### src/rtl/vga_pkg.sv
// vga_pkg: shared timing parameter-set type, standard mode presets and line/frame total helper
package vga_pkg;
  typedef struct packed {
    int unsigned h_active, h_fp, h_sync, h_bp;
    int unsigned v_active, v_fp, v_sync, v_bp;
    bit          hs_pol, vs_pol;
  } vga_timing_t;
  localparam vga_timing_t VGA_640x480_60  = '{640, 16, 96, 48, 480, 10, 2, 33, 1'b0, 1'b0};
  localparam vga_timing_t SVGA_800x600_60 = '{800, 40, 128, 88, 600, 1, 4, 23, 1'b1, 1'b1};
  function automatic int unsigned vga_total(int unsigned active, int unsigned fp, int unsigned sync, int unsigned bp);
    return active + fp + sync + bp;
  endfunction
endpackage

### src/rtl/vga_timing_gen_if.sv
// vga_timing_gen_if: raster bus; master drives pix_en/resync and reads syncs, blanking, coordinates and strobes; slave is the generator
interface vga_timing_gen_if #(
  parameter int CW = 12
);
  logic          pix_en, resync;
  logic          vga_hsync, vga_vsync, inDisplayArea, hblank, vblank, line_start, frame_start;
  logic [CW-1:0] CounterX, CounterY;
  modport master (
    output pix_en, resync,
    input  vga_hsync, vga_vsync, inDisplayArea, hblank, vblank, CounterX, CounterY, line_start, frame_start
  );
  modport slave (
    input  pix_en, resync,
    output vga_hsync, vga_vsync, inDisplayArea, hblank, vblank, CounterX, CounterY, line_start, frame_start
  );
endinterface

### src/rtl/vga_axis_counter.sv
// vga_axis_counter: one raster axis; clk/rst_n, enable/clear/wrap_in in; count, wrap_out, active, sync (at POL) out
module vga_axis_counter #(
  parameter int CW     = 12,
  parameter int ACTIVE = 640,
  parameter int FP     = 16,
  parameter int SYNC   = 96,
  parameter int BP     = 48,
  parameter bit POL    = 1'b0
) (
  input  logic          clk,
  input  logic          rst_n,
  input  logic          enable,
  input  logic          clear,
  input  logic          wrap_in,
  output logic [CW-1:0] count,
  output logic          wrap_out,
  output logic          active,
  output logic          sync
);
  localparam logic [CW-1:0] LAST   = CW'(ACTIVE + FP + SYNC + BP - 1);
  localparam logic [CW-1:0] ACT    = CW'(ACTIVE);
  localparam logic [CW-1:0] S_FIRST = CW'(ACTIVE + FP);
  localparam logic [CW-1:0] S_LAST  = CW'(ACTIVE + FP + SYNC - 1);
  assign wrap_out = wrap_in && count == LAST;
  assign active   = count < ACT;
  assign sync     = (count >= S_FIRST && count <= S_LAST) ? POL : ~POL;
  always_ff @(posedge clk or negedge rst_n)
    if (!rst_n) count <= '0;
    else if (clear) count <= '0;
    else if (enable && wrap_in) count <= wrap_out ? '0 : count + 1'b1;
endmodule

### src/rtl/vga_timing_gen.sv
// vga_timing_gen: parametrised raster timing; vga_clk/vga_rst_n plus slave bus (pix_en, resync in; syncs, blanking, CounterX/Y, strobes out)
module vga_timing_gen
  import vga_pkg::*;
#(
  parameter int CW       = 12,
  parameter int H_ACTIVE = 640,
  parameter int H_FP     = 16,
  parameter int H_SYNC   = 96,
  parameter int H_BP     = 48,
  parameter int V_ACTIVE = 480,
  parameter int V_FP     = 10,
  parameter int V_SYNC   = 2,
  parameter int V_BP     = 33,
  parameter bit HS_POL   = 1'b0,
  parameter bit VS_POL   = 1'b0
) (
  input logic             vga_clk,
  input logic             vga_rst_n,
  vga_timing_gen_if.slave bus
);
  localparam int H_TOTAL = int'(vga_total(H_ACTIVE, H_FP, H_SYNC, H_BP));
  localparam int V_TOTAL = int'(vga_total(V_ACTIVE, V_FP, V_SYNC, V_BP));
  localparam int OW      = 2 * CW + 7;
  localparam logic [OW-1:0] RST_OUT = {~HS_POL, ~VS_POL, 3'b011, {(2 * CW + 2){1'b0}}};
  if (H_TOTAL > 2 ** CW || V_TOTAL > 2 ** CW) begin : g_range
    $error("vga_timing_gen: H_TOTAL/V_TOTAL exceed counter width CW");
  end
  if (H_ACTIVE == 0 || H_FP == 0 || H_SYNC == 0 || H_BP == 0 ||
      V_ACTIVE == 0 || V_FP == 0 || V_SYNC == 0 || V_BP == 0) begin : g_zero
    $error("vga_timing_gen: timing fields must be non-zero");
  end
  logic [CW-1:0] h_cnt, v_cnt;
  logic          h_wrap, unused_v_wrap, h_act, v_act, h_sync, v_sync;
  logic [OW-1:0] out_q, out_d;
  vga_axis_counter #(
    .CW(CW), .ACTIVE(H_ACTIVE), .FP(H_FP), .SYNC(H_SYNC), .BP(H_BP), .POL(HS_POL)
  ) u_h (
    .clk(vga_clk), .rst_n(vga_rst_n), .enable(bus.pix_en), .clear(bus.resync), .wrap_in(1'b1),
    .count(h_cnt), .wrap_out(h_wrap), .active(h_act), .sync(h_sync)
  );
  vga_axis_counter #(
    .CW(CW), .ACTIVE(V_ACTIVE), .FP(V_FP), .SYNC(V_SYNC), .BP(V_BP), .POL(VS_POL)
  ) u_v (
    .clk(vga_clk), .rst_n(vga_rst_n), .enable(bus.pix_en), .clear(bus.resync), .wrap_in(h_wrap),
    .count(v_cnt), .wrap_out(unused_v_wrap), .active(v_act), .sync(v_sync)
  );
  // Output word describes the pixel the counters hold now; it lands one enabled edge later.
  always_comb
    out_d = bus.resync ? RST_OUT :
            bus.pix_en ? {h_sync, v_sync, h_act && v_act, ~h_act, ~v_act, h_cnt, v_cnt,
                          h_cnt == '0, h_cnt == '0 && v_cnt == '0} : out_q;
  always_ff @(posedge vga_clk or negedge vga_rst_n)
    if (!vga_rst_n) out_q <= RST_OUT;
    else out_q <= out_d;
  assign {bus.vga_hsync, bus.vga_vsync, bus.inDisplayArea, bus.hblank, bus.vblank,
          bus.CounterX, bus.CounterY, bus.line_start, bus.frame_start} = out_q;
endmodule

### src/flat_wrapper.sv
// flat-port wrapper written by rule: the top's interface ports become plain ports
module vga_timing_gen_flat import vga_pkg::*;
#(
  parameter int CW       = 12,
  parameter int H_ACTIVE = 640,
  parameter int H_FP     = 16,
  parameter int H_SYNC   = 96,
  parameter int H_BP     = 48,
  parameter int V_ACTIVE = 480,
  parameter int V_FP     = 10,
  parameter int V_SYNC   = 2,
  parameter int V_BP     = 33,
  parameter bit HS_POL   = 1'b0,
  parameter bit VS_POL   = 1'b0
)
  (vga_clk, vga_rst_n, bus_pix_en, bus_resync, bus_vga_hsync, bus_vga_vsync, bus_inDisplayArea, bus_hblank, bus_vblank, bus_CounterX, bus_CounterY, bus_line_start, bus_frame_start);
  vga_timing_gen_if #(.CW(CW)) bus_i ();
  input logic vga_clk;
  input logic vga_rst_n;
  input wire logic [$bits(bus_i.pix_en)-1:0] bus_pix_en;
  input wire logic [$bits(bus_i.resync)-1:0] bus_resync;
  output wire logic [$bits(bus_i.vga_hsync)-1:0] bus_vga_hsync;
  output wire logic [$bits(bus_i.vga_vsync)-1:0] bus_vga_vsync;
  output wire logic [$bits(bus_i.inDisplayArea)-1:0] bus_inDisplayArea;
  output wire logic [$bits(bus_i.hblank)-1:0] bus_hblank;
  output wire logic [$bits(bus_i.vblank)-1:0] bus_vblank;
  output wire logic [$bits(bus_i.CounterX)-1:0] bus_CounterX;
  output wire logic [$bits(bus_i.CounterY)-1:0] bus_CounterY;
  output wire logic [$bits(bus_i.line_start)-1:0] bus_line_start;
  output wire logic [$bits(bus_i.frame_start)-1:0] bus_frame_start;
  assign bus_i.pix_en = bus_pix_en;
  assign bus_i.resync = bus_resync;
  assign bus_vga_hsync = bus_i.vga_hsync;
  assign bus_vga_vsync = bus_i.vga_vsync;
  assign bus_inDisplayArea = bus_i.inDisplayArea;
  assign bus_hblank = bus_i.hblank;
  assign bus_vblank = bus_i.vblank;
  assign bus_CounterX = bus_i.CounterX;
  assign bus_CounterY = bus_i.CounterY;
  assign bus_line_start = bus_i.line_start;
  assign bus_frame_start = bus_i.frame_start;
  vga_timing_gen #(.CW(CW), .H_ACTIVE(H_ACTIVE), .H_FP(H_FP), .H_SYNC(H_SYNC), .H_BP(H_BP), .V_ACTIVE(V_ACTIVE), .V_FP(V_FP), .V_SYNC(V_SYNC), .V_BP(V_BP), .HS_POL(HS_POL), .VS_POL(VS_POL)) u_core (.vga_clk(vga_clk), .vga_rst_n(vga_rst_n), .bus(bus_i));
endmodule
### config.mk
export PLATFORM = sky130hd
export DESIGN_NAME = vga_timing_gen_flat
export DESIGN_NICKNAME = d
export VERILOG_FILES = /design/src/rtl/vga_pkg.sv /design/src/rtl/vga_timing_gen_if.sv /design/src/rtl/vga_axis_counter.sv /design/src/rtl/vga_timing_gen.sv /design/src/flat_wrapper.sv
export SDC_FILE = /design/constraint.sdc
export NUM_CORES = 1
export LEC_CHECK = 0
export CAP_MARGIN = 20
export CORE_MARGIN = 1.5
export CORE_UTILIZATION = 50
export CTS_CLUSTER_SIZE = 10
export DETAILED_ROUTE_END_ITERATION = 12
export DONT_BUFFER_PORTS = 1
export GPL_TIMING_DRIVEN = 0
export PLACE_DENSITY = 0.66
export SLEW_MARGIN = 15
export SYNTH_ARGS = -nofsm -noshare
export SYNTH_HDL_FRONTEND = slang
export SYNTH_SLANG_ARGS = --single-unit
### constraint.sdc
create_clock -name vga_clk -period 2.6 [get_ports vga_clk]
set_input_delay 0.39 -clock vga_clk [delete_from_list [all_inputs] [get_ports vga_clk]]
set_output_delay 0.39 -clock vga_clk [all_outputs]
set_load 0.005 [all_outputs]
==> results of run 1 <==
[cells in the final DEF, fill, tap and decap left out, types with 5 or more instances in the layout]
cell	instances
nor2_1	42
inv_1	13
xnor2_1	8
buf_2	14
nand2_1	15
clkbuf_8	5
a21oi_1	14
nand3_1	13
o32ai_1	7
nand2b_1	5
dfrtp_1	51
mux2i_1	23
nand4_1	8
or3_1	6
nor3_1	7
[tightest hold or removal path: cells and delay by family]
kind | cells | cell delay, ns
buffers and inverters | 1 | 0.14
AO/OA/AOI/OAI | 1 | 0.07
AND/OR/NAND/NOR | 1 | 0.12
[layer usage]
layer / up-vias / wire length [µm]
li1: 1007 / -
met1: 994 / 3030
met2: 61 / 2650
met4: 0 / 55
met3: 5 / 371
met5: - / 0
[flip-flops by register name, summed over array words and instances, names as in the netlist]
signal            flops
u_core.out_q         31
u_core.u_h.count     12
u_core.u_v.count     12
[how the worst min path moves through the flow]
stage | start | end
4_1_cts | bus_pix_en | u_core.out_q[3]$_DFFE_PN0P_
6_report | bus_pix_en | u_core.out_q[3]$_DFFE_PN0P_
3_5_place_dp | vga_rst_n | u_core.out_q[6]$_DFFE_PN0P_
2_1_floorplan | vga_rst_n | u_core.out_q[0]$_DFFE_PN0P_
3_3_place_gp | vga_rst_n | u_core.out_q[9]$_DFFE_PN0P_
5_1_grt | bus_pix_en | u_core.out_q[3]$_DFFE_PN0P_
[cell type report]
cell class                 count  area [µm²]  area share, %
buffer                        22         108           3.57
clock buffer                   6        72.6           2.41
clock inverter                 2        12.5          0.415
inverter                      13        48.8           1.62
multi-input combinational    192        1260           41.9
sequential                    55        1380           45.8
tap                           72        90.1           2.99
timing repair buffer           2        37.5           1.25
[kinds of logic after synthesis]
group,share of synthesized area [%]
and+or+nand+nor,23.0
AOI/OAI and AO/OA,8.62
buffers and inverters,5.58
adders and majority gates,1.79
xor gates and xnor gates,3.44
DFF,49.3
muxes,8.22
[where the power goes]
group | internal [mW] | switching [mW]
Combinational | 0.0301 | 0.0602
Sequential | 0.867 | 0.0114
Clock | 0.189 | 0.273
Total | 1.09 | 0.345
[metrics by stage]
stage | hold slack, ns | area [µm²] | worst slack (ns) | utilization (%)
final | 0.460 | 3010 | 0.730 | 55.4
after global routing | 0.498 | 3010 | 0.590 | 55.4
after CTS | 0.446 | 3010 | 0.746 | 55.4
after detailed placement | 0.0951 | 2890 | 0.768 | 53.2
after global placement | 0.0953 | 2890 | 0.793 | 53.2
after floorplan | 0.0944 | 2800 | 1.08 | -
[what timing repair did]
action | in CTS | in global routing
hold buffers | 2 | 0
hold endpoints to repair | 55 | 0
resized for setup | 0 | 0
==> impl_metrics.csv, run 1 <==
group,metric,value,unit
sta,rsz0062_at_grt,"false",
hold_path,min_path_cells,3,
routing,drt_iter0_markers,197,
sta,worst_pin_slew,0.584,ns
cts,cts_tree,"built",
sta,final_hold_viol_count,0,
floorplan,die-area,6060,µm²
routing,wl_per_cell,16.8,µm
run_status,status,"finished, final reports clean",
setup_path,critical_path.max_fanout,10,
synth,yosysTopAreaCell,"dfrtp_1",
routing,drt_pass1_iterations,5,
setup_path,critical_path.endpoint,"u_core.u_v.count[10]$_DFFE_PN0P_",
setup_path,worst-path-stages,7,
setup_path,worst_r2r_startpoint,"u_core.u_v.count[0]$_DFFE_PN0P_",
floorplan,ios,35,
setup_path,critPathLaunch,"u_core.u_v.count[0]$_DFFE_PN0P_",
setup_path,r2r_cells,7,
setup_path,crit_slowest_cell,"dfrtp_1",
global_routing,grt_use_met2,30.1,%
routing,avgViaCountPerCell,5.68,
cts,clk_path_buf_depth,2,
synth,yosysUniqueCellTypes,46,
sta,slew_viol_final,0,
sta,finalSetupViolCount,0,
hold_path,hold_path_class,"in -> reg",
setup_path,path_cells,"inv_1 -> ha_1 -> nor2b_1 -> nand4_2 -> buf_2 -> nand2_1 -> o32ai_1",
placement,port_buffers,0,
sta,layout_min_cycle_time,1.87,ns
global_routing,grt-ovfl-total,0,
setup_path,start_kind,"flop",
synth,syn-instance-count,282,
cts,clk_pin_slew,0.10,ns
global_routing,grt_antenna_before_repair,0,
final_layout,drive_gt1_share,12.7,%
placement,dp.cells,354,
placement,globalplace.congestion,0.836,
global_routing,met1_usage,34.2,%
pwr,finalPower,1.43,mW
job,cap_violations,0,
synth,seq_area_frac_synth,49.3,%
cts,clk_latency,0.30,ns
cts,htree_levels,2,
sta,tns,0,ns
synth,syn_nets,290,
routing,route.vias.total,2067,
cts,cts_sinks,55,
setup_path,required,2.78,ns
setup_path,worstSetupPathType,"reg -> reg",
routing,wl,6110,µm
placement,hpwl,4220,µm
synth,syn_area_per_cell,9.93,µm²
synth,synth_common_cells,"dfrtp_1, nor2_1, mux2i_1, nand2_1",
synth,yosys_warnings,0,
setup_path,r2r-end,"u_core.u_v.count[10]$_DFFE_PN0P_",
synth,synth_area,2800,µm²
final_layout,finalNetCount,299,
setup_path,endpoint_kind,"flop",
setup_path,max_stage_delay,0.46,ns
sta,maxSlewHeadroom,61.1,%
pwr,p_per_area,475,nW/µm²
cts,cts-buffers-inserted,5,
synth,synth_top_area_share,45.6,%
floorplan,initial_core_util,51.5,%
floorplan,die_y,77.9,µm
pwr,p_leak,1.29,nW
setup_path,cp_top_family,"simple AND/OR/NAND/NOR gates",
synth,yosys_most_used_dff,"dfrtp_1",
synth,yosys-top-cells-area,"dfrtp_1, mux2i_1, nor2_1",
cts,cts_setup_buffers,0,
setup_path,worst_ep_arrival_time,2.05,ns
synth,yosysMostFrequentCell,"dfrtp_1",
final_layout,fill_cells,489,
pwr,vdd_drop_max,0.000264,V
sta,max_freq,535,MHz
synth,async_flop_share,100,%
cts,root_buffer,"clkbuf_8",
floorplan,die_x,77.9,µm
sta,min_period_over_period,71.9,%
sta,worst_clock_skew,0.00611,ns
global_routing,grt_pass1_vias,1924,
routing,antenna_left,0,
setup_path,rrSetupSlack,0.73,ns
routing,drc,0,
final_layout,layout.cells.non_filler,364,
synth,ys_ff_latch,55,
setup_path,critPathBufInv,2,
global_routing,grt-busiest-layer,"met1",
floorplan,core-area,5440,µm²
global_routing,gr-usage-met3,4.47,%
floorplan,rows,27,
global_routing,grt_pass1_wl,10200,µm
synth,synth-edff-count,0,
global_routing,grt_max_degree,56,
final_layout,syn_to_final_growth,7.59,%
final_layout,antenna_cells,0,
global_routing,grt_usage,21.8,%
(Power assumes the default switching activity.)
==> run 2, diff against run 1 <==
Clock period 2.6 ns to 1.95 ns, I/O delays scaled along.
==> run 2 against run 1 <==
Setup slack got worse by 0.56 ns; sequential cell count unchanged; first-iteration DRC count is 8.1% lower; clock power rose by 33%; critical path depth stayed put; sequential share of layout area down 0.15 points; critical path type unchanged; largest power group unchanged.
==> impl_metrics.csv, run 2 (synthesized netlist as in run 1, its figures left out) <==
group,metric,value,unit
sta,finalSetupViolCount,0,
placement,dp.cells,354,
job,cap_violations,0,
setup_path,path_cells,"inv_1 -> ha_1 -> nor2b_2 -> nand4_2 -> buf_2 -> nand2_1 -> o32ai_1",
global_routing,gr-usage-met3,4.47,%
pwr,p_leak,1.30,nW
cts,htree_levels,2,
routing,drt_iter0_markers,181,
sta,tns,0,ns
setup_path,start_kind,"flop",
final_layout,layout_commonest_cell,"dfrtp_1",
routing,avgViaCountPerCell,5.65,
global_routing,grt_use_met2,30.1,%
setup_path,required,2.12,ns
setup_path,endpoint_kind,"flop",
cts,clk_path_buf_depth,2,
sta,rsz0062_at_grt,"false",
global_routing,grt-ovfl-total,0,
global_routing,grt-busiest-layer,"met1",
global_routing,grt_antenna_before_repair,0,
setup_path,crit_slowest_cell,"dfrtp_1",
sta,layout_min_cycle_time,1.78,ns
hold_path,min_to,"u_core.out_q[3]$_DFFE_PN0P_",
routing,drc,0,
floorplan,initial_core_util,51.5,%
routing,antenna_left,0,
cts,cts_tree,"built",
hold_path,hold_path_startpoint,"bus_pix_en",
sta,max_freq,562,MHz
setup_path,worst_r2r_startpoint,"u_core.u_v.count[0]$_DFFE_PN0P_",
routing,wl,6130,µm
sta,maxSlewHeadroom,60.0,%
cts,cts_sinks,55,
floorplan,ios,35,
cts,cts-buffers-inserted,5,
floorplan,die-area,6060,µm²
global_routing,grt_max_degree,56,
placement,port_buffers,0,
routing,route.vias.total,2061,
setup_path,critical_path.max_fanout,10,
sta,final_hold_viol_count,0,
hold_path,min_path_cells,3,
floorplan,rows,27,
setup_path,rrSetupSlack,0.17,ns
setup_path,r2r_cells,7,
sta,worst_clock_skew,0.00810,ns
final_layout,drive_gt1_share,13.3,%
global_routing,grt_pass1_wl,10200,µm
setup_path,max_stage_delay,0.46,ns
routing,wl_per_cell,16.8,µm
setup_path,r2r-end,"u_core.u_v.count[4]$_DFFE_PN0P_",
hold_path,hold_path_class,"in -> reg",
cts,clk_latency,0.30,ns
setup_path,worstSetupPathType,"reg -> reg",
sta,min_period_over_period,91.2,%
sta,worst_pin_slew,0.600,ns
final_layout,finalNetCount,300,
final_layout,layout.cells.non_filler,365,
floorplan,core-area,5440,µm²
final_layout,fill_cells,488,
final_layout,reg_top3,"u_core.out_q (31), u_core.u_h.count (12), u_core.u_v.count (12)",
pwr,p_per_area,631,nW/µm²
final_layout,multi_input_area,1270,µm²
final_layout,syn_to_final_growth,7.95,%
placement,hpwl,4220,µm
cts,root_buffer,"clkbuf_8",
cts,clk_pin_slew,0.10,ns
run_status,status,"finished, final reports clean",
sta,slew_viol_final,0,
final_layout,ff_latch_area,1380,µm²
global_routing,grt_pass1_vias,1924,
routing,drt_pass1_iterations,4,
global_routing,met1_usage,34.2,%
floorplan,die_x,77.9,µm
floorplan,die_y,77.9,µm
pwr,vdd_drop_max,0.000354,V
global_routing,grt_usage,21.8,%
placement,globalplace.congestion,0.836,
final_layout,largest_register,"u_core.out_q",
final_layout,antenna_cells,0,
setup_path,worst_ep_arrival_time,1.95,ns
final_layout,largest_register_ffs,31,
final_layout,layout_common_cells,"dfrtp_1, nor2_1, mux2i_1",
[run 2: cell types whose count changed in the layout (fill, tap and decap cells not counted), sizes merged]
cell	delta
buf	+1
[run 2: worst max-delay path, delay by kind of cell (launching register included)]
| family | cells | cell delay [ns] |
|---|---|---|
| AOI/OAI and AO/OA | 1 | 0.12 |
| adders and majority gates | 1 | 0.14 |
| buffers and inverters | 2 | 0.34 |
| DFF | 1 | 0.46 |
| and+or+nand+nor | 3 | 0.58 |
[run 2: how the worst max path moves through the flow]
stage | from | end | slack, ns | cells past startpoint
final | u_core.u_v.count[0]$_DFFE_PN0P_ | u_core.u_v.count[4]$_DFFE_PN0P_ | 0.17 | 7
after global routing | u_core.u_v.count[0]$_DFFE_PN0P_ | u_core.u_v.count[9]$_DFFE_PN0P_ | 0.003 | 7
after CTS | u_core.u_v.count[0]$_DFFE_PN0P_ | u_core.u_v.count[10]$_DFFE_PN0P_ | 0.1 | 7
after detailed placement | u_core.u_v.count[0]$_DFFE_PN0P_ | u_core.u_v.count[10]$_DFFE_PN0P_ | 0.12 | 7
after global placement | u_core.u_h.count[0]$_DFFE_PN0P_ | u_core.u_v.count[9]$_DFFE_PN0P_ | 0.14 | 6
after floorplan | u_core.u_h.count[0]$_DFFE_PN0P_ | u_core.u_v.count[9]$_DFFE_PN0P_ | 0.43 | 6
[run 2: area by class of cell]
type / instances / area share, %
clock inverter: 2 / 0.414
sequential: 55 / 45.7
timing repair buffer: 3 / 1.49
buffer: 22 / 3.56
tap: 72 / 2.98
multi-input combinational: 192 / 41.9
inverter: 13 / 1.61
clock buffer: 6 / 2.40
[run 2: per-stage QoR]
step / setup slack, ns / area, µm² / hold slack [ns] / total power, mW / util [%]
after global routing: 0.00316 / 3020 / 0.400 / 1.98 / 55.6
after detailed placement: 0.118 / 2890 / -0.00243 / 1.29 / 53.2
after global placement: 0.143 / 2890 / -0.00218 / 1.28 / 53.2
after CTS: 0.0960 / 3010 / 0.348 / 1.93 / 55.4
final: 0.171 / 3020 / 0.365 / 1.91 / 55.6
after floorplan: 0.430 / 2800 / -0.00309 / 1.26 / -
[run 2: layer usage]
layer	vias up	part of all wire (%)
met1	992	50
li1	1009	-
met5	-	0
met2	55	43
met4	0	0.87
met3	5	5.7
[run 2: power by group]
group          switching (mW)  internal, mW
Combinational          0.0806        0.0401
Clock                   0.363         0.252
Sequential             0.0154          1.16
[run 2: repair_timing]
item                                    in CTS  in global routing
hold endpoints to repair                    55                  0
gates resized for setup                      0                  1
hold buffers                                 2                  0
endpoints found under the setup margin       0                 18
setup buffers                                0                  1
